**src/rtl/bus_grant_arbiter.sv**
```systemverilog
// Round-robin arbiter that picks one of 24 bus sources and drives a one-hot grant for the bus encoder.
// Latency: a request sampled at edge k is granted after edge k+1; each grant lasts GRANT_CYCLES plus stalled cycles.
// Backpressure: stall freezes the active grant and its hold counter; requests keep accumulating in pending meanwhile.
//
// Ports:
//   clk        system clock, rising edge
//   clear      asynchronous active-high reset; drops all grants and pending requests at once
//   req        24 request bits: 0-15 R0-R15, 16 HI, 17 LO, 18 Zhigh, 19 Zlow, 20 PC, 21 MDR, 22 InPort, 23 C
//   stall      holds the current grant while high in GRANT
//   grant_i    one-hot grant in encoder layout; bits 31:24 are always 0
//   grant_reg  copy of grant_i[15:0]
//   grant_id   binary index of the granted source, 0 when idle
//   busy       high in GRANT and GAP
//   done       one-cycle pulse in the cycle after a grant ends
//   pending    latched outstanding requests
module bus_grant_arbiter #(
    parameter int GRANT_CYCLES = 1,
    parameter int GAP_EN       = 1
) (
    input  logic        clk,
    input  logic        clear,
    input  logic [23:0] req,
    input  logic        stall,
    output logic [31:0] grant_i,
    output logic [15:0] grant_reg,
    output logic [4:0]  grant_id,
    output logic        busy,
    output logic        done,
    output logic [23:0] pending
);

    localparam int         NSRC      = 24;
    localparam logic [3:0] HOLD_INIT = 4'(GRANT_CYCLES - 1);

    typedef enum logic [1:0] {
        IDLE  = 2'd0,
        GRANT = 2'd1,
        GAP   = 2'd2
    } state_t;

    state_t      state, state_nxt;
    logic [4:0]  ptr, ptr_nxt;          // index of the most recently granted source
    logic [3:0]  cnt, cnt_nxt;          // remaining hold cycles after the current one
    logic [23:0] gnt_q, gnt_nxt;
    logic [4:0]  id_q, id_nxt;
    logic        done_q, done_nxt;
    logic [23:0] pend_q, pend_nxt;
    logic [23:0] clr_mask;
    logic [5:0]  pick;                  // {found, index}

    // Search starting just after the last winner, wrapping at 24. The loop runs
    // from the farthest candidate to the nearest so the nearest set bit is the
    // last one written, which gives first-hit priority without a break.
    function automatic logic [5:0] rr_search(input logic [23:0] vec, input logic [4:0] last);
        logic [5:0] res;
        int         cand;
        res = 6'd0;
        for (int off = NSRC - 1; off >= 0; off--) begin
            cand = (int'(last) + 1 + off) % NSRC;
            if (vec[cand]) begin
                res = {1'b1, 5'(cand)};
            end
        end
        return res;
    endfunction

    // Only the registered pending vector is searched; a request arriving on
    // the same edge waits for the next IDLE evaluation.
    always_comb begin
        pick = rr_search(pend_q, ptr);
    end

    always_comb begin
        state_nxt = state;
        ptr_nxt   = ptr;
        cnt_nxt   = cnt;
        gnt_nxt   = gnt_q;
        id_nxt    = id_q;
        done_nxt  = 1'b0;
        clr_mask  = 24'd0;

        case (state)
            IDLE: begin
                if (pick[5]) begin
                    gnt_nxt   = 24'd1 << pick[4:0];
                    id_nxt    = pick[4:0];
                    ptr_nxt   = pick[4:0];
                    cnt_nxt   = HOLD_INIT;
                    state_nxt = GRANT;
                end else begin
                    gnt_nxt = 24'd0;
                    id_nxt  = 5'd0;
                end
            end
            GRANT: begin
                if (!stall) begin
                    if (cnt != 4'd0) begin
                        cnt_nxt = cnt - 4'd1;
                    end else begin
                        clr_mask  = gnt_q;
                        gnt_nxt   = 24'd0;
                        id_nxt    = 5'd0;
                        done_nxt  = 1'b1;
                        state_nxt = (GAP_EN != 0) ? GAP : IDLE;
                    end
                end
            end
            GAP: begin
                gnt_nxt   = 24'd0;
                id_nxt    = 5'd0;
                state_nxt = IDLE;
            end
            default: begin
                gnt_nxt   = 24'd0;
                id_nxt    = 5'd0;
                state_nxt = IDLE;
            end
        endcase

        // New requests are OR-ed in after the release mask, so a source that
        // re-requests on its own final grant edge stays pending.
        pend_nxt = (pend_q & ~clr_mask) | req;
    end

    always_ff @(posedge clk or posedge clear) begin
        if (clear) begin
            state  <= IDLE;
            ptr    <= 5'd23;    // R0 is searched first after reset
            cnt    <= 4'd0;
            gnt_q  <= 24'd0;
            id_q   <= 5'd0;
            done_q <= 1'b0;
            pend_q <= 24'd0;
        end else begin
            state  <= state_nxt;
            ptr    <= ptr_nxt;
            cnt    <= cnt_nxt;
            gnt_q  <= gnt_nxt;
            id_q   <= id_nxt;
            done_q <= done_nxt;
            pend_q <= pend_nxt;
        end
    end

    assign grant_i   = {8'h00, gnt_q};
    assign grant_reg = gnt_q[15:0];
    assign grant_id  = id_q;
    assign busy      = (state == GRANT) || (state == GAP);
    assign done      = done_q;
    assign pending   = pend_q;

    a_onehot : assert property (@(posedge clk) disable iff (clear) $onehot0(grant_i));
    a_id_range : assert property (@(posedge clk) disable iff (clear) grant_id < 5'd24);

endmodule

```
**config.mk**
```make
export PLATFORM = sky130hd
export DESIGN_NAME = bus_grant_arbiter
export DESIGN_NICKNAME = d
export VERILOG_FILES = /design/src/rtl/bus_grant_arbiter.sv
export SDC_FILE = /design/constraint.sdc
export NUM_CORES = 1
export LEC_CHECK = 0
export CAP_MARGIN = 25
export CORE_AREA = 2 2 169 171
export DETAILED_ROUTE_END_ITERATION = 6
export DIE_AREA = 0 0 171 173
export HOLD_SLACK_MARGIN = 0.03
export PLACE_DENSITY = 0.69
export SYNTH_ARGS = -nofsm -noshare
export SYNTH_HDL_FRONTEND = slang
export SYNTH_SLANG_ARGS = --single-unit
```
**constraint.sdc**
```tcl
create_clock -name clk -period 21.6 [get_ports clk]
set_input_delay 4.32 -clock clk [delete_from_list [all_inputs] [get_ports clk]]
set_output_delay 4.32 -clock clk [all_outputs]
set_load 0.1 [all_outputs]
```
**Word level (Yosys, flattened, before mapping)**

Cells that the tools add are included.

- Output and inout bits: 79
- Flip-flop bits (word level): 65
- Bits of input ports: 27
- Word-level logic and storage cells: 216

- $lt $le $gt $ge: 24
- Add/sub/neg operators: 25
- Bitwise gates (word level): 3
- Shift-type cells: 1
- Reduce and logical (&&, ||, !) cells: 8
- Div/mod/pow operators: 24
- Eq/ne operators: 6
- Mux-type cells: 118

Operators by type and width:

| operator | number |
|---|---|
| 32-bit by 7-bit < comparator with 1-bit output, second input constant | 24 |
| 32-bit by 6-bit modulo with 32-bit output, second input constant | 24 |
| 32-bit by 5-bit adder with 32-bit output, second input constant | 8 |
| 32-bit by 6-bit adder with 32-bit output, second input constant | 8 |
| 24-bit 2-to-1 mux | 6 |
| 6-bit 2-to-1 mux | 24 |
| 32-bit by 4-bit adder with 32-bit output, second input constant | 4 |
| 1-bit binary-select mux with 5-bit select | 24 |
| 32-bit by 3-bit adder with 32-bit output, second input constant | 2 |
| 1-bit 2-to-1 mux | 51 |
| 24-bit one-hot mux with 2 select lines | 1 |
| 32-bit by 2-bit adder with 32-bit output, second input constant | 1 |
| 24-bit bitwise AND | 1 |
| 24-bit inverter | 1 |
| 24-bit OR | 1 |
| 1-bit by 5-bit << shifter with 24-bit output, first input constant | 1 |
| 5-bit 2-to-1 mux | 3 |
| 4-bit 2-to-1 mux | 3 |
| 5-bit one-hot mux with 2 select lines | 1 |
| 2-bit inequality test, second input constant | 4 |
| 4-bit one-hot mux with 2 select lines | 1 |
| 5-bit by 1-bit adder with 6-bit output, second input constant | 1 |
| 2-bit 2-to-1 mux | 3 |
| 2-bit one-hot mux with 2 select lines | 1 |
| 10 further kinds | 11 |

**Depth between registers and ports, before layout**

Gate-level depths: netlist (run 1).

- Depth after elaboration: 33
- Depth in mapped cells: 32
- Gate-level depth less buffers: 24

**Worst setup path before layout (run 1)**

No wires, ideal clock.

- Path kind: reg-to-reg
- From: register ptr[0]
- To: register gnt_q[0]
- Clock period less this slack: 6903 ps
- Library setup time: 123 ps
- Cell stages (with the launch flop): 31
- Path slack: 14697 ps
- Arrival time: 6780 ps
- Data required time: 21477 ps
- Path buffers: 9
- Cells stage by stage: dfstp_2 buf_2 buf_4 buf_4 buf_2 clkinv_1 ha_1 buf_2 inv_1 clkbuf_1 ha_1 buf_2 o21ai_0 ha_1 clkbuf_1 clkbuf_1 ha_1 nor2b_1 nand2_1 xnor2_1 nand4_1 a31oi_1 a311oi_1 mux2i_1 or3_1 or4_4 nor4_4 or2b_2 a2111oi_1 and2_1 a32o_1

- Longest elaborated chain between the ends: 33
- Elaborated cells on any way between the ends: 147
- Those cells by class: 24 x add/sub; 24 x div; 1 x shift; 98 x mux

RTL lines:

| item | line | source |
|---|---|---|
| start, declared | 42 | `logic [4:0] ptr, ptr_nxt;` |
| start signal, assigned | 136 | `ptr <= ptr_nxt;` |
| 5-bit by 1-bit adder with 6-bit output (*) | 59 | `cand = (int'(last) + 1 + off) % NSRC;` |
| 32-bit by 6-bit adder with 32-bit output | 59 |  |
| 32-bit by 6-bit modulo with 32-bit output | 59 |  |
| 1-bit binary-select mux with 5-bit select | 60 | `if (vec[cand]) begin` |
| 1-bit 2-to-1 mux (implied by the code) (2 in series) | 60 |  |
| 6-bit 2-to-1 mux (23 in series) | 60 |  |
| 6-bit 2-to-1 mux (*) | 60 |  |
| 1-bit by 5-bit << shifter with 24-bit output | 85 | `gnt_nxt = 24'd1 << pick[4:0];` |
| 24-bit 2-to-1 mux (*) | 84 | `if (pick[5]) begin` |
| 24-bit one-hot mux with 2 select lines (*) | 82 | `case (state)` |
| end signal, assigned | 138 | `gnt_q <= gnt_nxt;` |
| end, declared | 44 | `logic [23:0] gnt_q, gnt_nxt;` |

Mark *: on every way between the ends. The rest lies on a longest branch, timed or not. The select of a mux whose other input is x is not followed.
A chain may end at the register's enable or synchronous reset.

**Worst setup path in the final report (run 1)**

- From: register ptr[1]
- To: register ptr[0]

- Longest elaborated chain between the ends: 31
- Elaborated cells on any way between the ends: 145
- Those cells by class: 24 x add/sub; 24 x div; 96 x mux; 1 x reduce/logical

RTL lines:

| item | line |
|---|---|
| 5-bit by 1-bit adder with 6-bit output (*) | 59 |
| 32-bit by 6-bit adder with 32-bit output | 59 |
| 32-bit by 6-bit modulo with 32-bit output | 59 |
| 1-bit binary-select mux with 5-bit select | 60 |
| 1-bit 2-to-1 mux (implied by the code) (2 in series) | 60 |
| 6-bit 2-to-1 mux (23 in series) | 60 |
| 6-bit 2-to-1 mux (*) | 60 |
| 2-bit AND reduction (no line) | -- |

Marks and branches as above.

==> results of run 1 <==
## flip-flops by register name, indices dropped and copies added (netlist names)
signal and count:
ptr 5, grant_id 5, done 1, cnt 4, state 2, pending 24, gnt_q 24
## path summary, 6_finish.rpt
kind,from,slack [ns],to
min in group asynchronous,clear,4.54,cnt[1]
setup reg to reg,ptr[1],12.01,ptr[0]
hold reg to reg,grant_id[4],0.50,grant_id[4]
max in group asynchronous,clear,16.50,gnt_q[15]
setup / recovery,ptr[1],12.01,ptr[0]
hold / removal,grant_id[4],0.50,grant_id[4]
## per-stage QoR
stage	hold WS [ns]	utilization
2_1_floorplan	0.473	-
3_3_place_gp	0.477	0.497
3_5_place_dp	0.478	0.498
4_1_cts	0.496	0.509
5_1_grt	0.532	0.509
6_report	0.498	0.509
## area by class of cell
class                           count  area [µm²]
Tap cell                          378         473
Multi-Input combinational cell   1439       10300
Inverter                           65         248
Sequential cell                    65        1630
Clock inverter                      6        67.6
Timing Repair Buffer              119        1140
Clock buffer                       10         229
Fill cell                        2737       13600
## Yosys cell counts, drive strengths merged, types with 17 or more instances
library cell  instances  area, µm²
a211oi               24        190
a21o                 41        308
a21oi                88        463
a31oi                32        206
a32o                 30        300
and2                 26        163
and3                 17        106
buf                  90        609
clkbuf               44        165
dfrtp                61       1530
ha                   55        688
inv                  63        239
mux2                 23        259
mux2i                61        611
nand2               176        668
nand2b               32        200
nand3                57        290
nand4                22        138
nor2                112        423
nor2b                34        213
nor3                 49        250
o211ai               36        275
o21a                 17        129
o21ai               104        524
or2                  17        106
or3                  18        118
xnor2                42        435
## cells by family (layout without fill, tap and decap cells)
kind of cell | Yosys count | after routing
adder cells (fa/ha/maj) | 55 | 55
multiplexers | 99 | 99
other | 1 | 8
AND/OR/NAND/NOR | 633 | 633
AO/OA/AOI/OAI | 592 | 592
XOR/XNOR | 52 | 52
flip-flops | 65 | 65
buffers and inverters | 199 | 200
## per-layer routing
layer | routed length, µm | GRT usage
met1 | 20100 | 0.431
met2 | 21300 | 0.498
met3 | 5510 | 0.0835
met4 | 3040 | 0.175
met5 | 0 | 0
==> metrics.md, run 1 <==
| Metric | Value |
|---|---|
| # resized after CTS | 0 |
| Fin cells | 2,082 |
| Status | finished clean |
| Clock Sinks | 65 |
| Die X | 171 µm |
| Worst Path Arrival | 9.77 ns |
| Setup CP Type | reg2reg |
| GRT Total Usage | 0.330 |
| Slowest CP cell | and3_1 |
| Initial cell density of the core | 0.466 |
| Tmin final | 9.59 ns |
| DR WL/cell | 24.0 µm |
| Area grow syn2layout | 9.10% |
| Postcts setup bufs | 0 |
| Post-DP HPWL | 37,600 µm |
| Adder-cell share of the synthesized area | 0.0534 |
| RSZ-0062 raised after global routing | false |
| Final Cycle Share | 0.444 |
| Hold Crit Depth | 1 |
| CP required | approximately 22 ns |
| Commonest non-fill, non-tap cell in the layout | nand2_1 |
| First-pass GRT wire length | 76,800 µm |
| Post-layout instance area | 0.0141 mm² |
| Worst path bufs/invs | 2 |
| CP Depth | 22 |
| Syn avg cell area | 7.59 µm² |
| Cell mode on critical path | ha_1 |
| Post-synthesis sequential area ratio | 0.127 |
| Multiplexer area fraction after synthesis | 0.0937 |
| Via/cell ratio | about 7 |
| Hold crit path type | reg2reg |
| Crit path max-delay family | simple AND/OR/NAND/NOR gates |
| Core area | 0.0276 mm² |
| Final Hold Fails | 0 |
| Die Ht | 173 µm |
| Post-synthesis compound-gate area fraction | 0.341 |
| Clock latency on the worst-skew pair | 0.35 ns |
| Die area | 0.0296 mm² |
| Initial DRC count | about 2,000 |
| Fmax achieved | 104 MHz |
| Share of post-route cells with drive strength above 1 | 0.0892 |
| Nets | about 1,800 |
| Hold-fix buffers, CTS | 0 |
| Worst reg2reg path depth | 22 |
| # diodes | 0 |
| Final GP Congestion | 1.12 |
| Max-cap violations | 0 |
| Total negative setup slack | 0 ns |
| Clk slew on worst S/H paths | ~0.070 ns |
| CP max stage delay | 0.98 ns |
| Register bit total from synthesis | 65 |
| Most frequent cells in the layout | 175 x nand2_1, 111 x nor2_1, 97 x clkdlybuf4s50_1, 92 x o21ai_0, 84 x a21oi_1 |
| H-tree depth | 3 |
| Yosys warns | 0 |
| Top_reg_cell synth | dfrtp_1 |
| Yosys cell types | 125 |
| Gr ovfl total | 0 |
| Post-route DRC | 0 |
| Pre-CTS WS | between 10 and 15 ns |
| Final setup viols | 0 |
| Post-DP Area | 0.0138 mm² |
| CTS Root Cell | clkbuf_16 |
| Std cell rows | 61 |
| Main combinational cell family by area after synthesis | compound AO/OA/AOI/OAI gates |
| Ys async rst share | 1.00 |
| Post-Synth Simple-Gate Area | 0.255 |
| Vias in the first global route | 13,300 |
| Worst rel slew slack | 0.305 |
| # IOs | 106 |
| Max Slew Vio Count | 0 |
| Mapped Area | 0.0129 mm² |
| Dpl cells | 2,066 |
| Number of enable flip-flop cells after synthesis | 0 |
| Post-route ant nets | 0 |
| Final wirelength | 50,000 µm |
| Post-Syn Instances | between 1,500 and 2,000 |
| CP endpoint kind | flop |
| Final WS setup | ~12 ns |
| Initial DRT Pass Iterations | 6 |
| Xor/xnor share of the synthesized area | 0.0498 |
| Crit path launch type | flop |
| Via Count | 14,300 |
| TritonCTS clock tree | done |
| Antenna violations before repair | 0 |
| Total CTS buffers | 9 |
| Clock buffer depth | 2 |
| Critical path peak fanout | 38 |
| Port Buffers | 97 |
| Layout Skew | 0.00914 ns |
| Worst-path cell chain | ha_1, and3_1, xnor2_4, buf_4, ha_1, a21oi_1, xnor2_1, nor2_1, ha_1, a21o_1, nand2_1, mux2i_1, a311oi_1, nor4_1, a2111oi_0, o21ai_1, or3_1, or4_4, nor4_4, or2b_2, inv_1, o21ai_0 |
| Worst slew pin tran | 1.04 ns |
| Pin count of the biggest net entering global routing | 66 |
Power of run 1 is left out: the tool's default activity adds up to more than one toggle a clock period on the data nets, which glitch-free logic cannot reach.
==> inputs of run 2 (changes only) <==
==> constraint.sdc (replaced) <==
create_clock -name clk -period 9.1 [get_ports clk]
set_input_delay 1.82 -clock clk [delete_from_list [all_inputs] [get_ports clk]]
set_output_delay 1.82 -clock clk [all_outputs]
set_load 0.1 [all_outputs]
==> run 2 against run 1 <==
- flip-flop and latch count stayed put
- routed wire length up 3.6%
- setup slack lost 11 ns
- die area stayed put
- utilization grew 0.53 points
- register-to-register slack worse by 11 ns
- global-route usage increased by 1.3 points
- first-iteration DRC count decreased by 14%
- critical path type unchanged
- critical endpoint is now gnt_q[1]
- highest routed layer unchanged
==> metrics.md, run 2 (synthesized netlist as in run 1, its figures left out) <==
| Metric | Value |
|---|---|
| Commonest non-fill, non-tap cell in the layout | nand2_1 (unchanged) |
| Die Ht | 173 µm (unchanged) |
| Post-DP HPWL | 39,900 µm (was 37,600 µm) |
| Clk slew on worst S/H paths | 0.06 ns (was 0.07 ns) |
| Footprint of the multi-input gates | 0.0103 mm² (unchanged) |
| Gr ovfl total | 0 (unchanged) |
| Clock latency on the worst-skew pair | 0.34 ns (was 0.35 ns) |
| Core area | 0.0276 mm² (unchanged) |
| RR Startpoint | ptr[1] (unchanged) |
| HP Start | grant_id[0] (was grant_id[4]) |
| Worst flop-to-flop path endpoint | gnt_q[1] (was ptr[0]) |
| Port Buffers | 97 (unchanged) |
| Vias in the first global route | 13,500 (was 13,300) |
| Crit path from | ptr[1] (unchanged) |
| Postcts setup bufs | 0 (unchanged) |
| Worst slew pin tran | 1.07 ns (was 1.04 ns) |
| # IOs | 106 (unchanged) |
| CP endpoint kind | flop (unchanged) |
| Die area | 0.0296 mm² (unchanged) |
| Layout Skew | 0.0119 ns (was 0.00914 ns) |
| Final Cycle Share | 0.873 (was 0.444) |
| # resized after CTS | 0 (unchanged) |
| Antenna violations before repair | 0 (unchanged) |
| TritonCTS clock tree | done (unchanged) |
| Nets | 1,798 (was 1,781) |
| Worst Path Arrival | 8.16 ns (was 9.77 ns) |
| Clock Sinks | 65 (unchanged) |
| Max Slew Vio Count | 0 (unchanged) |
| Post-route ant nets | 0 (unchanged) |
| Final wirelength | 51,800 µm (was 50,000 µm) |
| Initial DRT Pass Iterations | 6 (unchanged) |
| Std cell rows | 61 (unchanged) |
| R2r setup slk | 1.15 ns (was 12.01 ns) |
| Tmin final | 7.95 ns (was 9.59 ns) |
| Via Count | 14,400 (was 14,300) |
| Worst reg2reg path depth | 23 (was 22) |
| Die X | 171 µm (unchanged) |
| Fmax achieved | 126 MHz (was 104 MHz) |
| Crit path launch type | flop (unchanged) |
| Most frequent cells in the layout | 175 x nand2_1, 111 x nor2_1, 97 x clkdlybuf4s50_1, 92 x o21ai_0, 84 x a21oi_1 (unchanged) |
| Initial cell density of the core | 0.466 (unchanged) |
| Share of post-route cells with drive strength above 1 | 0.0988 (was 0.0892) |
| Hold-fix buffers, CTS | 0 (unchanged) |
| CP required | 9.32 ns (was 21.78 ns) |
| Final GP Congestion | 1.02 (was 1.12) |
| Post-route DRC | 0 (unchanged) |
| Status | finished clean (unchanged) |
| Final setup viols | 0 (unchanged) |
| # diodes | 0 (unchanged) |
| Setup CP Type | reg2reg (unchanged) |
| Critical path peak fanout | 25 (was 38) |
| Critical Path Sink | gnt_q[1] (was ptr[0]) |
| Via/cell ratio | 6.87 (was 6.89) |
| First-pass GRT wire length | 79,000 µm (was 76,800 µm) |
| Max-cap violations | 0 (unchanged) |
| DR WL/cell | 24.7 µm (was 24.0 µm) |
| Final Hold Fails | 0 (unchanged) |
| Reg area | 0.00163 mm² (unchanged) |
| Total CTS buffers | 9 (unchanged) |
| Total negative setup slack | 0 ns (unchanged) |
| Initial DRC count | 1,710 (was 1,998) |
| Pin count of the biggest net entering global routing | 66 (unchanged) |
| GRT Total Usage | 0.343 (was 0.330) |
| RSZ-0062 raised after global routing | false (unchanged) |
| Worst rel slew slack | 0.289 (was 0.305) |
| Fillers | 2,715 (was 2,737) |
| Hold crit path type | reg2reg (unchanged) |
| H-tree depth | 3 (unchanged) |
| Clock buffer depth | 2 (unchanged) |
| CTS Root Cell | clkbuf_16 (unchanged) |
| Area grow syn2layout | 10.2% (was 9.10%) |
[run 2: cell types whose count changed in the layout (fill, tap and decap cells not counted), sizes merged]
cell / before / now
buf: 22 / 39
bufinv: 1 / 2
clkbuf: 10 / 9
clkinv: 4 / 3
inv: 64 / 65
[run 2: final cells by class]
cell class,count,share of cell area
multi-input combinational,1439,0.723
clock inverter,7,0.00714
sequential,65,0.115
inverter,65,0.0174
timing repair buffer,136,0.0888
clock buffer,9,0.0159
tap,378,0.0333
[run 2: metrics by stage]
step | worst slack, ns | util | cell area [µm²] | hold WS, ns | std cells
floorplan | 2.20 | - | 12900 | 0.473 | 1703
global placement | 1.59 | 0.502 | 13900 | 0.466 | 2082
detailed placement | 1.45 | 0.502 | 13900 | 0.475 | 2082
CTS | 1.39 | 0.514 | 14200 | 0.489 | 2098
global route | 0.590 | 0.514 | 14200 | 0.538 | 2099
finish | 1.15 | 0.514 | 14200 | 0.488 | 2099
[run 2: how the worst min path moves through the flow]
stage | end | slack, ns | cells after the start
after global routing | grant_id[4] | 0.54 | 1
after floorplan | cnt[0] | 0.47 | 2
final | grant_id[0] | 0.49 | 2
after CTS | grant_id[0] | 0.49 | 2
after detailed placement | grant_id[0] | 0.47 | 2
after global placement | grant_id[0] | 0.47 | 2
[run 2: critical path, stage by stage (launching register included)]
cell,delay [ns]
dfstp_2,0.76
and3_1,0.62
xnor2_2,0.31
inv_2,0.43
ha_1,0.51
a21oi_1,0.18
xnor2_1,0.41
nor2_1,0.12
ha_1,0.22
a21o_1,0.18
nand2_1,0.05
mux2i_1,0.07
a311oi_1,0.67
nor4_1,0.14
a2111oi_0,0.56
o21ai_1,0.16
buf_4,0.21
or3_1,0.39
or4_4,0.50
nor4_4,0.34
or2b_2,0.34
a2111oi_1,0.10
and2_1,0.24
a32o_1,0.29
[run 2: layer usage]
layer | global-route usage | share of wire | up-vias
li1 | - | - | 6532
met3 | 0.0577 | 0.095 | 151
met4 | 0.167 | 0.053 | 0
met1 | 0.452 | 0.40 | 6911
met2 | 0.541 | 0.45 | 827
met5 | 0 | 0 | -
Power of run 2 is left out for the same reason.
